File: src/rtl/lag_pl_output_port_pkg.sv
// Shared flit format for the LAG physical-link output port and its users.
// Only the tail bit of the control field is interpreted by the port.
package lag_pl_output_port_pkg;

  typedef struct packed {
    logic tail;
  } flit_ctrl_t;

  typedef struct packed {
    flit_ctrl_t  control;
    logic [15:0] data;
  } flit_t;

endpackage

File: src/rtl/lag_pl_output_port.sv
// LAG physical-link output port: per-PL credit tracking, FREE/BUSY allocation
// state and a one-cycle registered flit stage toward the downstream buffers.
module lag_pl_output_port
  import lag_pl_output_port_pkg::*;
#(
  parameter int num_pls       = 4,
  parameter int buffer_length = 8
) (
  input  logic               clk,
  input  logic               rst_n,
  input  logic [num_pls-1:0] push_in,
  input  flit_t              data_in [num_pls],
  input  logic [num_pls-1:0] alloc,
  input  logic [num_pls-1:0] credit_in,
  output logic [num_pls-1:0] push_out,
  output flit_t              data_out [num_pls],
  output logic [num_pls-1:0] pl_free,
  output logic [num_pls-1:0] can_send,
  output logic               error
);

  localparam int              CW       = $clog2(buffer_length + 1);
  localparam logic [CW-1:0]   CRED_MAX = CW'(buffer_length);
  localparam logic [CW-1:0]   CRED_ONE = CW'(1);
  localparam logic [CW-1:0]   CRED_ZERO = CW'(0);

  typedef enum logic {
    ST_FREE = 1'b0,
    ST_BUSY = 1'b1
  } pl_state_t;

  pl_state_t          r_state     [num_pls];
  pl_state_t          w_state_nxt [num_pls];
  logic [CW-1:0]      r_credit    [num_pls];
  logic [CW-1:0]      w_credit_nxt[num_pls];
  logic [num_pls-1:0] w_accept;
  logic [num_pls-1:0] w_viol;

  // Acceptance, credit and allocation next-state for every PL independently.
  always_comb begin
    w_accept = {num_pls{1'b0}};
    w_viol   = {num_pls{1'b0}};
    for (int i = 0; i < num_pls; i++) begin
      w_credit_nxt[i] = r_credit[i];
      w_state_nxt[i]  = r_state[i];
      w_accept[i] = push_in[i] && (r_credit[i] != CRED_ZERO) && (r_state[i] == ST_BUSY);
      // Violations: dropped push, credit overflow, or alloc of a busy PL.
      w_viol[i] = (push_in[i] && !w_accept[i])
               || (credit_in[i] && !w_accept[i] && (r_credit[i] == CRED_MAX))
               || (alloc[i] && (r_state[i] == ST_BUSY));

      case ({w_accept[i], credit_in[i]})
        2'b10: w_credit_nxt[i] = r_credit[i] - CRED_ONE;
        2'b01: begin
          if (r_credit[i] != CRED_MAX) begin
            w_credit_nxt[i] = r_credit[i] + CRED_ONE;
          end else begin
            w_credit_nxt[i] = r_credit[i];
          end
        end
        default: w_credit_nxt[i] = r_credit[i];
      endcase

      case (r_state[i])
        ST_FREE: begin
          if (alloc[i]) begin
            w_state_nxt[i] = ST_BUSY;
          end else begin
            w_state_nxt[i] = ST_FREE;
          end
        end
        ST_BUSY: begin
          if (w_accept[i] && data_in[i].control.tail) begin
            w_state_nxt[i] = ST_FREE;
          end else begin
            w_state_nxt[i] = ST_BUSY;
          end
        end
        default: w_state_nxt[i] = ST_FREE;
      endcase
    end
  end

  // Per-PL state, output flit stage and sticky error flag.
  always_ff @(posedge clk or negedge rst_n) begin
    if (!rst_n) begin
      push_out <= {num_pls{1'b0}};
      error    <= 1'b0;
      for (int i = 0; i < num_pls; i++) begin
        r_state[i]  <= ST_FREE;
        r_credit[i] <= CRED_MAX;
        data_out[i] <= '0;
      end
    end else begin
      push_out <= w_accept;
      error    <= error | (|w_viol);
      for (int i = 0; i < num_pls; i++) begin
        r_state[i]  <= w_state_nxt[i];
        r_credit[i] <= w_credit_nxt[i];
        if (w_accept[i]) begin
          data_out[i] <= data_in[i];
        end
      end
    end
  end

  // Status flags derive straight from registered state.
  always_comb begin
    pl_free  = {num_pls{1'b0}};
    can_send = {num_pls{1'b0}};
    for (int i = 0; i < num_pls; i++) begin
      pl_free[i]  = (r_state[i] == ST_FREE);
      can_send[i] = (r_credit[i] != CRED_ZERO);
    end
  end

endmodule

File: config.mk
export PLATFORM = sky130hd
export DESIGN_NAME = lag_pl_output_port
export DESIGN_NICKNAME = d
export VERILOG_FILES = /design/src/rtl/lag_pl_output_port_pkg.sv /design/src/rtl/lag_pl_output_port.sv
export SDC_FILE = /design/constraint.sdc
export NUM_CORES = 1
export LEC_CHECK = 0
export CAP_MARGIN = 15
export CORE_UTILIZATION = 40
export DETAILED_ROUTE_END_ITERATION = 10
export PLACE_DENSITY = 0.84
export SETUP_SLACK_MARGIN = 0.3
export SLEW_MARGIN = 0
export SYNTH_ARGS = -nofsm -noshare
export SYNTH_HDL_FRONTEND = slang
export SYNTH_SLANG_ARGS = --single-unit
File: constraint.sdc
create_clock -name clk -period 2.6 [get_ports clk]
set_input_delay 0.39 -clock clk [delete_from_list [all_inputs] [get_ports clk]]
set_output_delay 0.39 -clock clk [all_outputs]
set_load 0.03 [all_outputs]
## Word level (Yosys, flattened, before mapping)

Cells that the tools add are included.

- Register bits after elaboration: 93
- Bits of input ports: 82
- Output and inout bits: 81

- Add/sub/neg operators: 8
- Eq/ne operators: 20
- Multiplexer cells: 20
- Bitwise gates (word level): 5
- Reduce and logical (&&, ||, !) cells: 53

Operators with widths:

| operator | count |
|---|---|
| 4-bit one-hot mux with 2 select lines | 4 |
| 1-bit logical AND | 28 |
| 4-bit by 1-bit adder with 4-bit output, second input constant | 4 |
| 4-bit equality test, second input constant | 4 |
| 4-bit 2-to-1 mux | 4 |
| 4-bit inequality test, second input constant | 4 |
| 4-bit nonzero test | 4 |
| 4-bit by 1-bit subtractor with 4-bit output, second input constant | 4 |
| 2-bit by 1-bit equality test with 1-bit output, second input constant | 4 |
| 2-bit equality test, second input constant | 4 |
| 1-bit logical OR | 8 |
| 1-bit 2-to-1 mux | 8 |
| 2-bit inequality test, second input constant | 4 |
| 1-bit one-hot mux with 2 select lines | 4 |
| 2-bit AND reduction | 4 |
| 2-bit nonzero test | 4 |
| 1-bit logical NOT | 4 |
| 1-bit inverter | 4 |
| 4-bit OR reduction | 1 |
| 1-bit OR | 1 |

## Longest topological paths before layout

- Word-level depth: 10
- Gate-level depth with buffers: 9

## Worst setup path before layout

No wires, ideal clock.

- Path type: register -> register
- Start: register r_credit[9] (netlist name)
- End: register r_credit[11] (netlist name)
- Setup time: 85 ps
- Arrival time: 2507 ps
- Required time: 2515 ps
- Path slack: 8 ps
- Stages on the path, launching flop included: 10
- Buffers on the path: 1
- Cells stage by stage: dfrtp_1 -> or4_4 -> nand3_2 -> buf_2 -> nand2_1 -> ha_1 -> a21oi_1 -> nand2_1 -> or4_1 -> o221ai_1

- Cells in the longest elaborated chain, start to end: 6
- Elaborated cells between the ends (all ways): 13
- Classes of those cells: 2 x add/sub; 4 x eq/ne; 2 x mux; 5 x reduce/logical

Ends and longest elaborated chain:

| what | line | source |
|---|---|---|
| start, declared | lag_pl_output_port.sv:34 | `logic [CW-1:0] r_credit [num_pls];` |
| start signal, assigned by index | lag_pl_output_port.sv:99 | `r_credit[i] <= w_credit_nxt[i];` |
| 4-bit nonzero test * | -- |  |
| via can_send[1] | lag_pl_output_port.sv:18 | `output logic [num_pls-1:0] can_send,` |
| 1-bit logical AND * (2 in series) | lag_pl_output_port.sv:46 | `w_accept[i] = push_in[i] && (r_credit[i] != CRED_ZERO) && (r_state[i] == ST_BUSY);` |
| 2-bit by 1-bit equality test with 1-bit output or 2-bit equality test (tied branches) | lag_pl_output_port.sv:52 | `case ({w_accept[i], credit_in[i]})` |
| 2-bit inequality test (no source line) or 2-bit nonzero test (tied branches) | -- |  |
| 2-bit AND reduction (no source line) | -- |  |

The timed path passes the listed nets; every way through them passes the cells marked *. The select of a mux whose other input is x is not followed.
A chain may end at the register's enable or synchronous reset.

## Worst setup path after layout

- Start: register r_credit[3] (netlist name)
- End: register r_credit[3] (netlist name)

- Cells in the longest elaborated chain, start to end: 6
- Elaborated cells between the ends (all ways): 13
- Classes of those cells: 2 x add/sub; 4 x eq/ne; 2 x mux; 5 x reduce/logical

Ends and longest elaborated chain:

| what |
|---|
| parallel branches: the longest is 6 deep, another holds 4-bit by 1-bit adder with 4-bit output |

Parallel ways; which one is timed is not known. The select of a mux whose other input is x is not followed.

==> impl_metrics.yaml <==
floorplanning:
  start_util_pct: 41.1
  die_x_um: 105
  io_pins: 163
  rows: 37
  dieArea_um2: 11000
  fp.dieH_um: 105
  core_area_um2: 10300
yosys:
  avgSynthCellArea_um2: 11.5
  ys_types: 55
  synth_edf_count: 0
  synth_flop_cell: "dfrtp_1"
  ys_warn_count: 0
  syn_inst: 366
  ys_ff_latch: 93
  ys_seq_area_share_pct: 55.2
  synth_area_um2: 4220
  async_flop_share_pct: 100
  syn_nets: 460
job:
  maxCapViolCount: 0
sta:
  tightest_slew_ns: 0.499
  tns_ns: 0
  rsz0062_at_grt: "yes"
  maxSlewHeadroom_pct: 66.5
  period_minus_slack_ns: 2.28
  final-setup-viol-count: 0
  final.setup_skew_ns: 0.0121
  hold_viol: 0
  drv_slew: 0
  finalCritPeriodShare_pct: 87.7
  max_freq_mhz: 439
grt:
  overflow: 0
  grt_pass1_vias: 3503
  antenna_found_initial: 0
  grt_max_degree: 41
  grt_pass1_wl_mm: 17.2
  grtUsageTotal_pct: 19.7
critical_path:
  path_class: "reg -> reg"
  worstPathArrival_ns: 2.56
  crit_fanout: 4
  crit_family: "compound AO/OA/AOI/OAI gates"
  crit_chain: "or4_4, nand2_8, nand2_4, ha_4, a21o_1, a211o_1, o221ai_1, o211ai_1"
  slowest_delay_ns: 0.58
  r2r_cells: 8
  crit_cells: 8
  cp.required_ns: 2.88
  end_kind: "flop"
  startpoint_type: "flop"
  cp_slowest_cell: "or4_4"
  path_buf_inv: 0
drt:
  vias_per_cell: 4.98
  wl_mm: 10.3
  drc_errors: 0
  detail-route-antenna-nets: 0
  vias: 3425
  drt-pass1-iter-count: 4
  wl_per_cell_um: 14.9
  drt-initial-drc-count: 172
clock_network:
  insertion_delay_ns: 0.37
  cts_buffer_depth: 2
  path_clk_slew_ns: 0.09
  cts_made_buffers: 9
  cts_tree: "yes"
  h-tree-depth: 3
  cts.sinks: 93
  cts-root-buf: "clkbuf_8"
pwr:
  p_leak_nw: 2.80
  powerDensity_nw_per_um2: 1200
  fin_total_pwr_mw: 7.63
  peakVddDrop_mv: 0.601
placement:
  place_congestion: 0.869
  dpl.hpwl_mm: 7.56
  placement.io_buffers: 162
cells_and_area:
  area_delta_synth_final_pct: 51.2
  layout-drive-gt1-share_pct: 19.6
  num_antenna_cells: 0
  nNetsFinal: 641
run_status:
  status: "completed"
hold_path:
  min-delay-path-class: "reg -> reg"
  hold_depth: 2
[tightest hold or removal path: stages, from the launching register on]
cell     delay (ns)
dfrtp_1        0.35
nand2_1        0.05
nand2_1        0.06
[path summary, 6_finish.rpt]
kind	start	endpoint	slack, ns
worst min register to register	data_out[62]	data_out[62]	0.48
worst max register to register	r_credit[3]	r_credit[3]	0.32
worst max-delay path	r_credit[3]	r_credit[3]	0.32
max in group asynchronous	rst_n	r_credit[7]	1.36
worst min-delay path	data_out[62]	data_out[62]	0.48
min in group asynchronous	rst_n	data_out[37]	0.55
[power breakdown]
group	total (mW)	internal, mW	switching (mW)
Combinational	4.13	1.93	2.20
Sequential	2.56	2.10	0.465
Clock	0.938	0.442	0.495
[cell type report]
cell class / count / area [µm²]
clock buffer: 11 / 131
clock inverter: 5 / 53.8
tap: 136 / 170
fill: 856 / 3890
timing repair buffer: 181 / 1780
sequential: 93 / 2340
multi-input combinational: 252 / 1870
inverter: 10 / 45.0
[registers in the layout (all words and copies together) (netlist names)]
register	cells
data_out	68
error	1
push_out	4
r_credit	16
r_state	4
[routing by layer]
metal  wire length [µm]  share of wire [%]  GRT usage [%]  vias up
met4                184                1.8           7.95        0
met3                484                4.7           3.43       14
met1               4430                 43           25.3     1682
met2               5160                 50           33.0      111
met5                  0                  0              0        -
li1                   -                  -              -     1618
[metrics by stage]
stage / cell area (µm²) / std cells / hold WS [ns] / util (%) / worst slack (ns)
after floorplan: 4300 / 366 / 0.0944 / - / 0.252
after global placement: 6100 / 665 / 0.378 / 59.4 / 0.143
after detailed placement: 6100 / 665 / 0.379 / 59.4 / 0.0238
after CTS: 6320 / 685 / 0.482 / 61.5 / 0.305
after global routing: 6380 / 688 / 0.503 / 62.1 / 0.226
final: 6380 / 688 / 0.481 / 62.1 / 0.321
[synth_stat cells, types with 4 or more instances]
cell type  number  share of area, %
nand3b_1        4              0.71
inv_1           7              0.62
buf_2           5              0.59
a21oi_1         7              0.83
dfrtp_1        89                53
mux2i_1         4              0.95
xor2_1          5               1.0
xnor2_1         4              0.83
nor2_1          4              0.36
ha_1            8               2.4
nand2_1       109               9.7
fa_1            4               1.9
nor3_1          6              0.71
mux2_2         35               9.3
mux2_4          7               2.5
dfstp_2         4               2.5
[logic make-up (layout without fill, tap and decap cells)]
| kind of cell | count (synthesis) | in the layout | synth area share (%) |
|---|---|---|---|
| DFF | 93 | 93 | 55.2 |
| muxes | 47 | 47 | 13.0 |
| adders and majority gates | 12 | 12 | 4.27 |
| and+or+nand+nor | 147 | 147 | 16.3 |
| buffers and inverters | 21 | 207 | 2.93 |
| xor gates and xnor gates | 9 | 9 | 1.87 |
| AOI/OAI and AO/OA | 37 | 37 | 6.34 |
[placed cells by master (no fill, tap or decap), types with 4 or more instances in the layout]
cell type,count
xnor2_1,4
buf_4,18
mux2_4,8
dfrtp_1,85
a21oi_1,4
ha_1,5
nor3_1,6
mux2i_1,4
nand2_1,107
mux2_2,34
dfrtp_2,4
clkbuf_8,9
nand3b_1,4
dfstp_2,4
clkdlybuf4s50_1,157
xor2_1,5
inv_1,7
nor2_1,4
[repair_timing]
item	CTS	global route
endpoints found under the hold margin	33	0
pin swaps	3	2
endpoints found under the setup margin	8	8
hold buffers	1	0
gates resized for setup	4	11
gates cloned	0	0
buffers inserted	3	3
No activity file was read; power rests on OpenSTA's default activity.
